$ cat src/rtl/gcm_pkg.sv
// Shared GCM definitions: block width, feeder state encoding and the
// len(A)||len(C) block builder used by the GHASH feeder.
package gcm_pkg;

  localparam int GCM_BLK_W     = 128;
  localparam int GCM_BLK_BYTES = GCM_BLK_W / 8;

  typedef enum logic [2:0] {
    FEED_IDLE,
    FEED_START,
    FEED_AAD,
    FEED_DATA_ANN,
    FEED_DATA,
    FEED_LEN_ANN,
    FEED_LEN,
    FEED_WAIT_TAG
  } gcm_feed_state_t;

  // Byte counts in, bit lengths out: {len(A), len(C)} as two 64-bit fields.
  function automatic logic [GCM_BLK_W-1:0] gcm_len_block(input logic [63:0] aad_bytes,
                                                         input logic [63:0] data_bytes);
    return {aad_bytes << 3, data_bytes << 3};
  endfunction

endpackage

$ cat src/rtl/gcm_byte_pad.sv
// Combinational MSB-first byte pad: keeps bytes [0..n_bytes-1] of a 128-bit
// block (byte 0 at [127:120]) and forces the rest to zero.
module gcm_byte_pad
  import gcm_pkg::*;
(
  input  logic [GCM_BLK_W-1:0] data,
  input  logic [4:0]           n_bytes,
  output logic [GCM_BLK_W-1:0] block
);

  always_comb begin
    block = '0;
    for (int i = 0; i < GCM_BLK_BYTES; i++) begin
      if (5'(i) < n_bytes) begin
        block[GCM_BLK_W-1-8*i -: 8] = data[GCM_BLK_W-1-8*i -: 8];
      end
    end
  end

endmodule

$ cat src/rtl/gcm_ghash_feeder.sv
// GHASH feeder: pads AAD/ciphertext beats, counts lengths and sequences the
// gcm_ghash control pulses. Optional protocol checker: GCM_FEED_PROTO_CHECK_EN.
//
// state    | meaning
// IDLE     | waiting for op_start, busy=0
// START    | gh_start pulse out, pick AAD or straight to length block
// AAD      | taking AAD beats until a ciphertext beat shows up or in_last
// DATA_ANN | take held first data beat, present it twice (announce + absorb)
// DATA     | taking ciphertext beats until in_last
// LEN_ANN  | first gh_final cycle with len(A)||len(C)
// LEN      | second gh_final cycle
// WAIT_TAG | waiting for gh_tag_valid, then op_done
module gcm_ghash_feeder
  import gcm_pkg::*;
#(
  parameter int LEN_W = 36
) (
  input  logic                 clk,
  input  logic                 rst_n,
  input  logic                 op_start,
  input  logic                 op_empty,
  input  logic                 in_valid,
  output logic                 in_ready,
  input  logic [GCM_BLK_W-1:0] in_data,
  input  logic [4:0]           in_bytes,
  input  logic                 in_is_aad,
  input  logic                 in_last,
  output logic                 gh_start,
  output logic                 gh_aad_valid,
  output logic                 gh_data_valid,
  output logic                 gh_final,
  output logic [GCM_BLK_W-1:0] gh_block,
  input  logic                 gh_tag_valid,
  output logic                 busy,
  output logic                 op_done,
  output logic                 err
);

  gcm_feed_state_t      state_q;
  logic                 empty_q;
  logic                 ann_ph_q;
  logic                 ann_last_q;
  logic [LEN_W-1:0]     aad_cnt_q;
  logic [LEN_W-1:0]     data_cnt_q;
  logic [4:0]           eff_bytes;
  logic [GCM_BLK_W-1:0] pad_block;
  logic [GCM_BLK_W-1:0] len_block;
  logic [LEN_W:0]       aad_sum;
  logic [LEN_W:0]       data_sum;
  logic [LEN_W-1:0]     aad_next;
  logic [LEN_W-1:0]     data_next;

  // Out-of-range byte counts are treated as a full beat.
  assign eff_bytes = (in_bytes == 5'd0 || in_bytes > 5'd16) ? 5'd16 : in_bytes;

  gcm_byte_pad u_pad (
    .data    (in_data),
    .n_bytes (eff_bytes),
    .block   (pad_block)
  );

  assign aad_sum   = {1'b0, aad_cnt_q}  + {{(LEN_W-4){1'b0}}, eff_bytes};
  assign data_sum  = {1'b0, data_cnt_q} + {{(LEN_W-4){1'b0}}, eff_bytes};
  assign aad_next  = aad_sum[LEN_W]  ? '1 : aad_sum[LEN_W-1:0];
  assign data_next = data_sum[LEN_W] ? '1 : data_sum[LEN_W-1:0];
  assign len_block = gcm_len_block(64'(aad_cnt_q), 64'(data_cnt_q));

  always_comb begin
    in_ready = 1'b0;
    case (state_q)
      FEED_AAD:      in_ready = in_valid && in_is_aad;
      FEED_DATA_ANN: in_ready = !ann_ph_q;
      FEED_DATA:     in_ready = 1'b1;
      default:       in_ready = 1'b0;
    endcase
  end

  always_ff @(posedge clk or negedge rst_n) begin
    if (!rst_n) begin
      state_q       <= FEED_IDLE;
      empty_q       <= 1'b0;
      ann_ph_q      <= 1'b0;
      ann_last_q    <= 1'b0;
      aad_cnt_q     <= '0;
      data_cnt_q    <= '0;
      gh_start      <= 1'b0;
      gh_aad_valid  <= 1'b0;
      gh_data_valid <= 1'b0;
      gh_final      <= 1'b0;
      gh_block      <= '0;
      busy          <= 1'b0;
      op_done       <= 1'b0;
    end else begin
      gh_start <= 1'b0;
      op_done  <= 1'b0;
      case (state_q)
        FEED_IDLE: begin
          gh_aad_valid  <= 1'b0;
          gh_data_valid <= 1'b0;
          gh_final      <= 1'b0;
          if (op_start) begin
            aad_cnt_q  <= '0;
            data_cnt_q <= '0;
            empty_q    <= op_empty;
            busy       <= 1'b1;
            gh_start   <= 1'b1;
            state_q    <= FEED_START;
          end
        end
        FEED_START: begin
          state_q <= empty_q ? FEED_LEN_ANN : FEED_AAD;
        end
        FEED_AAD: begin
          gh_aad_valid <= 1'b0;
          if (in_valid && in_is_aad) begin
            aad_cnt_q    <= aad_next;
            gh_aad_valid <= 1'b1;
            gh_block     <= pad_block;
            if (in_last) state_q <= FEED_LEN_ANN;
          end else if (in_valid) begin
            ann_ph_q <= 1'b0;
            state_q  <= FEED_DATA_ANN;
          end
        end
        FEED_DATA_ANN: begin
          gh_aad_valid <= 1'b0;
          if (!ann_ph_q) begin
            if (in_valid) begin
              data_cnt_q    <= data_next;
              gh_data_valid <= 1'b1;
              gh_block      <= pad_block;
              ann_last_q    <= in_last;
              ann_ph_q      <= 1'b1;
            end
          end else begin
            // Second presentation of the same block; gcm_ghash absorbs this one.
            ann_ph_q <= 1'b0;
            state_q  <= ann_last_q ? FEED_LEN_ANN : FEED_DATA;
          end
        end
        FEED_DATA: begin
          gh_data_valid <= in_valid;
          if (in_valid) begin
            data_cnt_q <= data_next;
            gh_block   <= pad_block;
            if (in_last) state_q <= FEED_LEN_ANN;
          end
        end
        FEED_LEN_ANN: begin
          gh_aad_valid  <= 1'b0;
          gh_data_valid <= 1'b0;
          gh_final      <= 1'b1;
          gh_block      <= len_block;
          state_q       <= FEED_LEN;
        end
        FEED_LEN: begin
          gh_final <= 1'b1;
          state_q  <= FEED_WAIT_TAG;
        end
        FEED_WAIT_TAG: begin
          gh_final <= 1'b0;
          if (gh_tag_valid) begin
            op_done <= 1'b1;
            busy    <= 1'b0;
            state_q <= FEED_IDLE;
          end
        end
        default: state_q <= FEED_IDLE;
      endcase
    end
  end

`ifdef GCM_FEED_PROTO_CHECK_EN
  logic err_q;
  logic accept;
  logic data_phase;
  logic bad_bytes;
  logic short_mid;
  logic late_aad;
  logic sat_hit;

  assign accept     = in_valid && in_ready;
  assign data_phase = (state_q == FEED_DATA_ANN) || (state_q == FEED_DATA);
  assign bad_bytes  = (in_bytes == 5'd0) || (in_bytes > 5'd16);
  assign short_mid  = data_phase && (in_bytes < 5'd16) && !in_last;
  assign late_aad   = data_phase && in_is_aad;
  assign sat_hit    = data_phase ? data_sum[LEN_W] : aad_sum[LEN_W];

  always_ff @(posedge clk or negedge rst_n) begin
    if (!rst_n) begin
      err_q <= 1'b0;
    end else if (state_q == FEED_IDLE && op_start) begin
      err_q <= 1'b0;
    end else if (accept && (bad_bytes || short_mid || late_aad || sat_hit)) begin
      err_q <= 1'b1;
    end
  end

  assign err = err_q;
`else
  assign err = 1'b0;
`endif

endmodule

$ cat config.mk
export PLATFORM = sky130hd
export DESIGN_NAME = gcm_ghash_feeder
export DESIGN_NICKNAME = d
export VERILOG_FILES = /design/src/rtl/gcm_pkg.sv /design/src/rtl/gcm_byte_pad.sv /design/src/rtl/gcm_ghash_feeder.sv
export SDC_FILE = /design/constraint.sdc
export NUM_CORES = 1
export LEC_CHECK = 0
export ABC_AREA = 1
export CAP_MARGIN = 10
export CELL_PAD_IN_SITES_DETAIL_PLACEMENT = 1
export CELL_PAD_IN_SITES_GLOBAL_PLACEMENT = 1
export CORE_MARGIN = 1.5
export CORE_UTILIZATION = 39
export CTS_CLUSTER_SIZE = 10
export DETAILED_ROUTE_END_ITERATION = 7
export PLACE_DENSITY_LB_ADDON = 0.1
export SLEW_MARGIN = 20
export SYNTH_ARGS = -nofsm -noshare
export SYNTH_HDL_FRONTEND = slang
export SYNTH_HIERARCHICAL = 1
export SYNTH_SLANG_ARGS = --single-unit
$ cat constraint.sdc
create_clock -name clk -period 4.3 [get_ports clk]
set_input_delay 0.43 -clock clk [delete_from_list [all_inputs] [get_ports clk]]
set_output_delay 0.43 -clock clk [all_outputs]
set_load 0.1 [all_outputs]
* Word-level counts from Yosys, hierarchy flattened *
Cells that the tools add are included.

storage, ports and cells
  output and inout port bits = 136
  input port bits = 141
  word-level logic and storage cells = 134
  flip-flop bits (word level) = 212

cells by class
  $add $sub $neg = 2
  bitwise operators = 1
  eq/ne operators = 17
  $lt $le $gt $ge = 17
  multiplexer cells = 58
  reduce and logical (&&, ||, !) cells = 26

operator list
  cell                                                        number
  case mux 128 bit (4 select lines)                           1
  two-way mux 128 bit                                         3
  two-way mux 36 bit                                          6
  two-way mux 8 bit                                           16
  case mux 36 bit (3 select lines)                            1
  adder 36 x 5 -> 37 bit                                      2
  case mux 36 bit (2 select lines)                            1
  less-than comparator 4 x 5 -> 1 bit (first input constant)  8
  two-way mux 3 bit                                           8
  case mux 3 bit (8 select lines)                             1
  AND reduction 3 bit                                         7
  less-than comparator 3 x 5 -> 1 bit (first input constant)  4
  != test 2 bit (second input constant)                       9
  two-way mux 1 bit                                           14
  == test 3 bit (second input constant)                       4
  less-than comparator 1 x 5 -> 1 bit (first input constant)  2
  less-than comparator 2 x 5 -> 1 bit (first input constant)  2
  nonzero test 2 bit                                          5
  case mux 1 bit (2 select lines)                             4
  == test 3 x 2 -> 1 bit (second input constant)              2
  case mux 1 bit (3 select lines)                             2
  nonzero test 3 bit                                          2
  OR reduction 2 bit                                          3
  > comparator 5 bit (second input constant)                  1
  other kinds (13)                                            13

* Depth between registers and ports, before layout *
Gate-level depths: netlist (run 1).

  depth in word-level cells = 8
  depth in mapped cells = 18
  mapped depth without buffers = 18

* By module *
Netlist (run 1), hierarchy kept.

modules (own cells, without submodules)
  module            cells an instance  area each (µm²)  instances  sequential area each (µm²)
  gcm_ghash_feeder  1,653              11,836.4         1          5,305.1
  gcm_byte_pad      294                1,151.1          1          0.0

* Worst setup path before layout (run 1) *
OpenSTA, ideal clock, no wires.

  kind = input to register
  from = in in_bytes[2]
  to = reg aad_cnt_q[20]
  cell stages on the path = 15
  setup time = 0.130 ns
  buffers on the path = 2
  slack = 1.698 ns
  arrival = 2.472 ns
  data required time = 4.170 ns
  path through = nor2_1 -> nand3_1 -> ha_1 -> nor2_1 -> ha_1 -> fa_1 -> nand3_1 -> nand2_1 -> nand3_1 -> and2_1 -> buf_2 -> buf_2 -> nand3_1 -> nand2_1 -> o21ai_0

on the way
  word-level cells in the longest chain between the ends = 7
  elaborated cells on any way between the ends = 8
  classes of those cells = add/sub: 1; order compare: 1; mux: 4; reduce/logical: 2

RTL lines
  item                                                            RTL line                 RTL
  start, declared                                                 gcm_ghash_feeder.sv:25   input logic [4:0] in_bytes,
  > comparator 5 bit / logical NOT 5 bit (equally long branches)  gcm_ghash_feeder.sv:54   assign eff_bytes = (in_bytes == 5'd0 || in_bytes > 5'd16) ? 5'd16 : in_bytes;
  logical OR 1 bit *                                              gcm_ghash_feeder.sv:54
  two-way mux 5 bit *                                             gcm_ghash_feeder.sv:54
  net eff_bytes[0]                                                gcm_ghash_feeder.sv:45   logic [4:0] eff_bytes;
  adder 36 x 5 -> 37 bit *                                        gcm_ghash_feeder.sv:62   assign aad_sum = {1'b0, aad_cnt_q} + {{(LEN_W-4){1'b0}}, eff_bytes};
  two-way mux 36 bit *                                            gcm_ghash_feeder.sv:64   assign aad_next = aad_sum[LEN_W] ? '1 : aad_sum[LEN_W-1:0];
  two-way mux 36 bit *                                            gcm_ghash_feeder.sv:115  if (in_valid && in_is_aad) begin
  case mux 36 bit (2 select lines) *                              gcm_ghash_feeder.sv:96   case (state_q)
  end signal, assigned                                            gcm_ghash_feeder.sv:116  aad_cnt_q <= aad_next;
  end, declared                                                   gcm_ghash_feeder.sv:43   logic [LEN_W-1:0] aad_cnt_q;

The timed path passes the listed nets; every way through them passes the cells marked *. The select of a mux whose other input is x is not followed.
A chain may end at the register's enable or synchronous reset.

* Final worst setup path (run 1) *
  from = in in_bytes[2]
  to = reg data_cnt_q[13]

on the way
  word-level cells in the longest chain between the ends = 8
  elaborated cells on any way between the ends = 9
  classes of those cells = add/sub: 1; order compare: 1; mux: 5; reduce/logical: 2

RTL lines
  item                                                            RTL line                                          RTL
  > comparator 5 bit / logical NOT 5 bit (equally long branches)  gcm_ghash_feeder.sv:54
  logical OR 1 bit *                                              gcm_ghash_feeder.sv:54
  two-way mux 5 bit *                                             gcm_ghash_feeder.sv:54
  net eff_bytes[0]                                                gcm_ghash_feeder.sv:45
  adder 36 x 5 -> 37 bit *                                        gcm_ghash_feeder.sv:63                            assign data_sum = {1'b0, data_cnt_q} + {{(LEN_W-4){1'b0}}, eff_bytes};
  two-way mux 36 bit *                                            gcm_ghash_feeder.sv:65                            assign data_next = data_sum[LEN_W] ? '1 : data_sum[LEN_W-1:0];
  two-way mux 36 bit *                                            gcm_ghash_feeder.sv:128, gcm_ghash_feeder.sv:143
  two-way mux 36 bit                                              gcm_ghash_feeder.sv:127                           if (!ann_ph_q) begin
  case mux 36 bit (3 select lines) *                              gcm_ghash_feeder.sv:96
  end signal, assigned                                            gcm_ghash_feeder.sv:129                           data_cnt_q <= data_next;
  end signal, assigned                                            gcm_ghash_feeder.sv:144                           data_cnt_q <= data_next;
  end, declared                                                   gcm_ghash_feeder.sv:44                            logic [LEN_W-1:0] data_cnt_q;

Marked as above.

==> results of run 1 <==
[power breakdown]
group | leakage, nW | switching (mW) | internal [mW]
sequential | 2.71 | 0.466 | 2.74
combinational | 4.97 | 6.72 | 2.05
clock | 0.465 | 0.911 | 1.49
total | 8.15 | 8.09 | 6.28
[metrics by stage]
| step | power [mW] | cell area [um2] |
|---|---|---|
| floorplan | 9.772 | 12990 |
| finish | 14.37 | 17090 |
| global placement | 11.85 | 16150 |
| global route | 15.20 | 17090 |
| detailed placement | 12.01 | 16150 |
| CTS | 14.50 | 17090 |
[cell type report]
class,count,area [um2]
antenna,1,2.502
clock inverter,4,70.07
multi-input combinational,1310,5966
inverter,351,1318
clock buffer,44,872.1
fill,4246,15530
timing repair buffer,300,3005
tap,442,553.0
sequential,212,5305
[worst max-delay path, delay by kind of cell]
kind | cells | cell delay, ns
and+or+nand+nor | 9 | 1.63
AOI/OAI and AO/OA | 1 | 0.09
adders and majority gates | 3 | 0.94
buffers and inverters | 3 | 0.80
[per-layer routing]
layer	wire, um	global-route usage [%]	part of all wire [%]
met1	21370	36.99	45
met2	21730	45.59	45
met3	3567	6.007	7.5
met4	1126	7.187	2.4
met5	9	0	0.019
[cell families after synthesis]
group | after synthesis | share of synthesized area [%]
adder cells (fa/ha/maj) | 11 | 1.175
AO/OA/AOI/OAI | 298 | 11.77
other | 1 | 0.02887
AND/OR/NAND/NOR | 980 | 31.50
flip-flops | 212 | 40.85
multiplexers | 1 | 0.07707
buffers and inverters | 425 | 13.31
XOR/XNOR | 19 | 1.281
[placed cells by master, fill, tap and decap left out, drive strengths merged, types with 4 or more instances in the layout]
master,count
nand2,466
inv,349
clkdlybuf4s50,273
nor2,258
o21ai,221
dfrtp,212
nand3,174
a21oi,71
clkbuf,44
nand4,40
nor3,35
buf,27
xor2,16
ha,9
clkinv,4
[how the worst max path moves through the flow]
stage	from	endpoint	slack [ns]	cells after the start
after floorplan	in_bytes[2]	aad_cnt_q[20]	1.70	15
after global placement	in_bytes[0]	data_cnt_q[24]	0.53	16
after detailed placement	in_bytes[2]	data_cnt_q[13]	0.36	16
after CTS	in_bytes[2]	data_cnt_q[13]	0.91	16
after global routing	in_bytes[2]	data_cnt_q[24]	0.59	16
final	in_bytes[2]	data_cnt_q[13]	0.86	16
[flip-flops by register name, indices dropped and copies added, names as in the netlist, 3 cells and up]
name and count:
gh_block 128, aad_cnt_q 36, data_cnt_q 36, state_q 3
==> results.json, run 1 <==
{
  "cts_hold_buffers": 0,
  "p_per_area_nw_per_um2": 840.9,
  "h-tree-depth": 1,
  "async_flop_share_pct": 100.0,
  "boundaryPins": 277,
  "cp_slowest_stage_delay_ns": 0.47,
  "slew_headroom_pct": 26.05,
  "grt_overflow": 0,
  "ant_nets": 0,
  "synth_cell_types": 38,
  "grt_pass1_wl_um": 75620,
  "arrival_ns": 3.90,
  "finClkSkew_ns": 0.01653,
  "finalCoreUtilization_pct": 52.40,
  "drv_slew": 0,
  "r2r-start": "state_q[0]",
  "grt_max_degree": 108,
  "hold_viol_final": 30,
  "synthTopCellsByCount": "nand2_1, inv_1, nor2_1, o21ai_0, dfrtp_1",
  "vias": 13606,
  "dieArea_um2": 34400,
  "gp_congestion": 0.9138,
  "setup_slack_ns": 0.8649,
  "violations": "hold timing",
  "yosys.cell_count.top_type": "nand2_1",
  "avgViaCountPerCell": 5.107,
  "cts.sinks": 212,
  "preCtsSetupSlack_ns": 0.3601,
  "ctsResizeCount": 0,
  "synth_cells": 1947,
  "cts_buffers": 28,
  "cts_tree": "done",
  "synth_flop_cell": "dfrtp_1",
  "status": "finished with violations",
  "worst_pin_slew_ns": 1.106,
  "cp_max_fo": 12,
  "dpl.cell_count": 2615,
  "critPathRequiredTime_ns": 4.76,
  "port_buffers": 275,
  "finalSetupViolCount": 0,
  "drt-total-wl_um": 47800,
  "hold_slack_ns": -0.04265,
  "antenna_found_initial": 3,
  "start_kind": "input pin",
  "rsz0062_at_grt": "false",
  "synth_area_leader_cell": "dfrtp_1",
  "avgSynthCellArea_um2": 6.670,
  "synth_edf_count": 0,
  "maxCapViolCount": 0,
  "fin_crit_ns": 3.435,
  "finalNonFillerCells": 2664,
  "hold_class": "in2async",
  "netlist_area_um2": 12990,
  "die_w_um": 185.5,
  "root_buffer": "clkbuf_16",
  "post-dp-hpwl_um": 35440,
  "drc": 0,
  "ff2ff_path_depth": 10,
  "grt_use_total_pct": 27.75,
  "path_clk_slew_ns": 0.05,
  "fin_nets": 2355,
  "fmax_mhz": 291.1,
  "start_util_pct": 39.82,
  "drive_gt1_share_pct": 3.872,
  "seq_area_frac_synth_pct": 40.85,
  "syn_nets": 2099,
  "layout-area-overhead-vs-synth_pct": 31.60,
  "crit_slowest_cell": "clkdlybuf4s50_1",
  "rrSetupSlack_ns": 1.43,
  "cts_max_path_buffers": 3,
  "grt_pass1_vias": 14075,
  "endpoint_kind": "register",
  "std_cell_rows": 66,
  "yosysWarningCount": 6,
  "path_class": "in2reg",
  "wire_per_inst_um": 17.94,
  "r2r_end": "gh_block[110]",
  "cp_cell_sequence": "clkdlybuf4s50_1 -> nor2_1 -> nand3_1 -> ha_1 -> nor2_1 -> ha_1 -> fa_1 -> nand4_1 -> nand2_1 -> nand3_1 -> nand2_1 -> inv_1 -> buf_4 -> nand3_1 -> nand2_1 -> o21ai_0",
  "insertion_delay_ns": 0.55,
  "yosysTopAreaCellShare_pct": 40.85,
  "initialDrtViolationCount": 714,
  "synthTopCellsByArea": "dfrtp_1, nand2_1, inv_1",
  "cts_setup_buffers": 0,
  "synth_seq_cells": 212,
  "setup-tns-final_ns": 0,
  "drtPass1Iterations": 5,
  "p_leak_nw": 8.149,
  "coreArea_um2": 32620,
  "die_h_um": 185.5,
  "period_share_pct": 79.89,
  "ir_drop_v": 0.0006440
}
Power figures use the tool's default switching activity.
==> inputs of run 2 (changes only) <==
- CORE_UTILIZATION: 39 -> 33
- clock period: 4.3 -> 3 ns (I/O delays scaled with it)
==> results.json, run 2 (synthesis results as in run 1) <==
{
  "status": "finished clean",
  "antenna_found_initial": 2,
  "drv_slew": 0,
  "multi_input_area_um2": 5966,
  "cts_tree": "done",
  "cts_hold_buffers": 1,
  "hold_slack_ns": 0.3237,
  "cts_max_path_buffers": 3,
  "boundaryPins": 277,
  "path_clk_slew_ns": 0.06,
  "min_from": "op_empty",
  "die_h_um": 201.4,
  "coreArea_um2": 38740,
  "nFillCells": 5008,
  "drive_gt1_share_pct": 11.99,
  "finalNonFillerCells": 2804,
  "layout-area-overhead-vs-synth_pct": 33.22,
  "std_cell_rows": 72,
  "drt-total-wl_um": 48660,
  "top_register": "gh_block",
  "cp_max_fo": 14,
  "fmax_mhz": 364.9,
  "h-tree-depth": 1,
  "vias": 13675,
  "rrSetupSlack_ns": 0.44,
  "cts.sinks": 212,
  "hold_end": "empty_q",
  "layout_common_cells": "nand2_1, inv_1, nor2_1",
  "hold_depth": 3,
  "grt_pass1_vias": 14371,
  "cts_buffers": 28,
  "final_common_cell": "nand2_1",
  "insertion_delay_ns": 0.56,
  "post-dp-hpwl_um": 36510,
  "rsz0062_at_grt": "false",
  "p_per_area_nw_per_um2": 1173,
  "maxCapViolCount": 0,
  "port_buffers": 275,
  "finClkSkew_ns": 0.01278,
  "gp_congestion": 0.9058,
  "ant_nets": 0,
  "p_leak_nw": 8.587,
  "ir_drop_v": 0.0009321,
  "r2r_end": "data_cnt_q[35]",
  "die_w_um": 201.4,
  "path_class": "in2reg",
  "start_kind": "input pin",
  "slew_headroom_pct": 34.76,
  "grt_pass1_wl_um": 78930,
  "hold_viol_final": 0,
  "largest_reg_flops": 128,
  "register_area_um2": 5305,
  "setup_slack_ns": 0.2592,
  "start_util_pct": 33.53,
  "fin_nets": 2419,
  "grt_use_total_pct": 24.05,
  "grt_max_degree": 139,
  "critPathRequiredTime_ns": 3.43,
  "finalSetupViolCount": 0,
  "initialDrtViolationCount": 574,
  "finalCoreUtilization_pct": 44.66,
  "ff2ff_path_depth": 9,
  "dieArea_um2": 40560,
  "reg_top3": "gh_block (128), aad_cnt_q (36), data_cnt_q (36)",
  "preCtsSetupSlack_ns": -0.2937,
  "period_share_pct": 91.36,
  "hold_class": "in2reg",
  "drtPass1Iterations": 5,
  "root_buffer": "clkbuf_16",
  "dpl.cell_count": 2754,
  "power_mw": 20.30,
  "avgViaCountPerCell": 4.877,
  "cts_setup_buffers": 0,
  "fin_crit_ns": 2.741,
  "grt_overflow": 0,
  "ctsResizeCount": 0,
  "drc": 0,
  "worst_pin_slew_ns": 0.9756,
  "endpoint_kind": "register",
  "r2r-start": "state_q[1]",
  "arrival_ns": 3.18,
  "wire_per_inst_um": 17.35
}
-- run 2: changes by cell type in the layout (fill, tap and decap cells not counted) --
cell,change
dlygate4sd3_1,+1
clkinv_4,+1
clkbuf_1,+3
clkdlybuf4s50_1,-128
clkbuf_8,-4
bufinv_16,-1
clkinv_2,+1
buf_12,+1
buf_4,+190
-- run 2: how the worst max path moves through the flow --
stage,start,endpoint,slack [ns],cells past startpoint
2_1_floorplan,in_bytes[2],aad_cnt_q[20],0.53,15
3_3_place_gp,in_bytes[0],aad_cnt_q[12],-0.21,16
3_5_place_dp,in_bytes[0],aad_cnt_q[25],-0.29,16
4_1_cts,in_bytes[0],aad_cnt_q[25],0.28,16
5_1_grt,in_bytes[2],aad_cnt_q[29],0.05,20
6_report,in_bytes[0],aad_cnt_q[25],0.26,16
-- run 2: per-stage QoR --
step	area [um2]	setup TNS, ns
after floorplan	12990	0
after global placement	16410	-7.900
after detailed placement	16410	-13.30
after CTS	17300	0
after global routing	17300	0
final	17300	0
-- run 2: layout make-up --
class,count,area share [%]
antenna,1,0.01446
clock buffer,43,4.787
clock inverter,5,0.3110
inverter,351,7.615
multi-input combinational,1310,34.48
sequential,212,30.66
tap,518,3.746
timing repair buffer,364,18.38
-- run 2: layer usage --
metal	part of all wire [%]	vias up	track usage (%)
met4	1.8	2	5.810
li1	-	6739	-
met5	0.027	-	0
met3	4.4	49	3.401
met2	44	287	37.77
met1	50	6598	34.79
-- run 2: report_power, final --
group / switching (mW) / total [mW] / internal [mW]
Sequential: 0.681 / 4.61 / 3.93
Clock: 1.32 / 3.28 / 1.96
Combinational: 9.63 / 12.4 / 2.77
Total: 11.6 / 20.3 / 8.67
-- run 2: worst max-delay path, cell delays in order --
cell and delay (ns):
clkdlybuf4s50_1 0.47, inv_1 0.10, nand3_1 0.13, ha_1 0.33, nor2_1 0.05, buf_4 0.14
ha_1 0.23, fa_1 0.45, nand3_1 0.11, nand2_1 0.11, nand3_1 0.08, and2_1 0.14
buf_4 0.23, nand3_1 0.12, nand2_1 0.08, o21ai_0 0.08
==> inputs of run 3 (changes only) <==
- CAP_MARGIN: 10 -> not set
==> results of run 3 <==
Same layout as run 2: the final DEF is identical, and so are final timing and power.
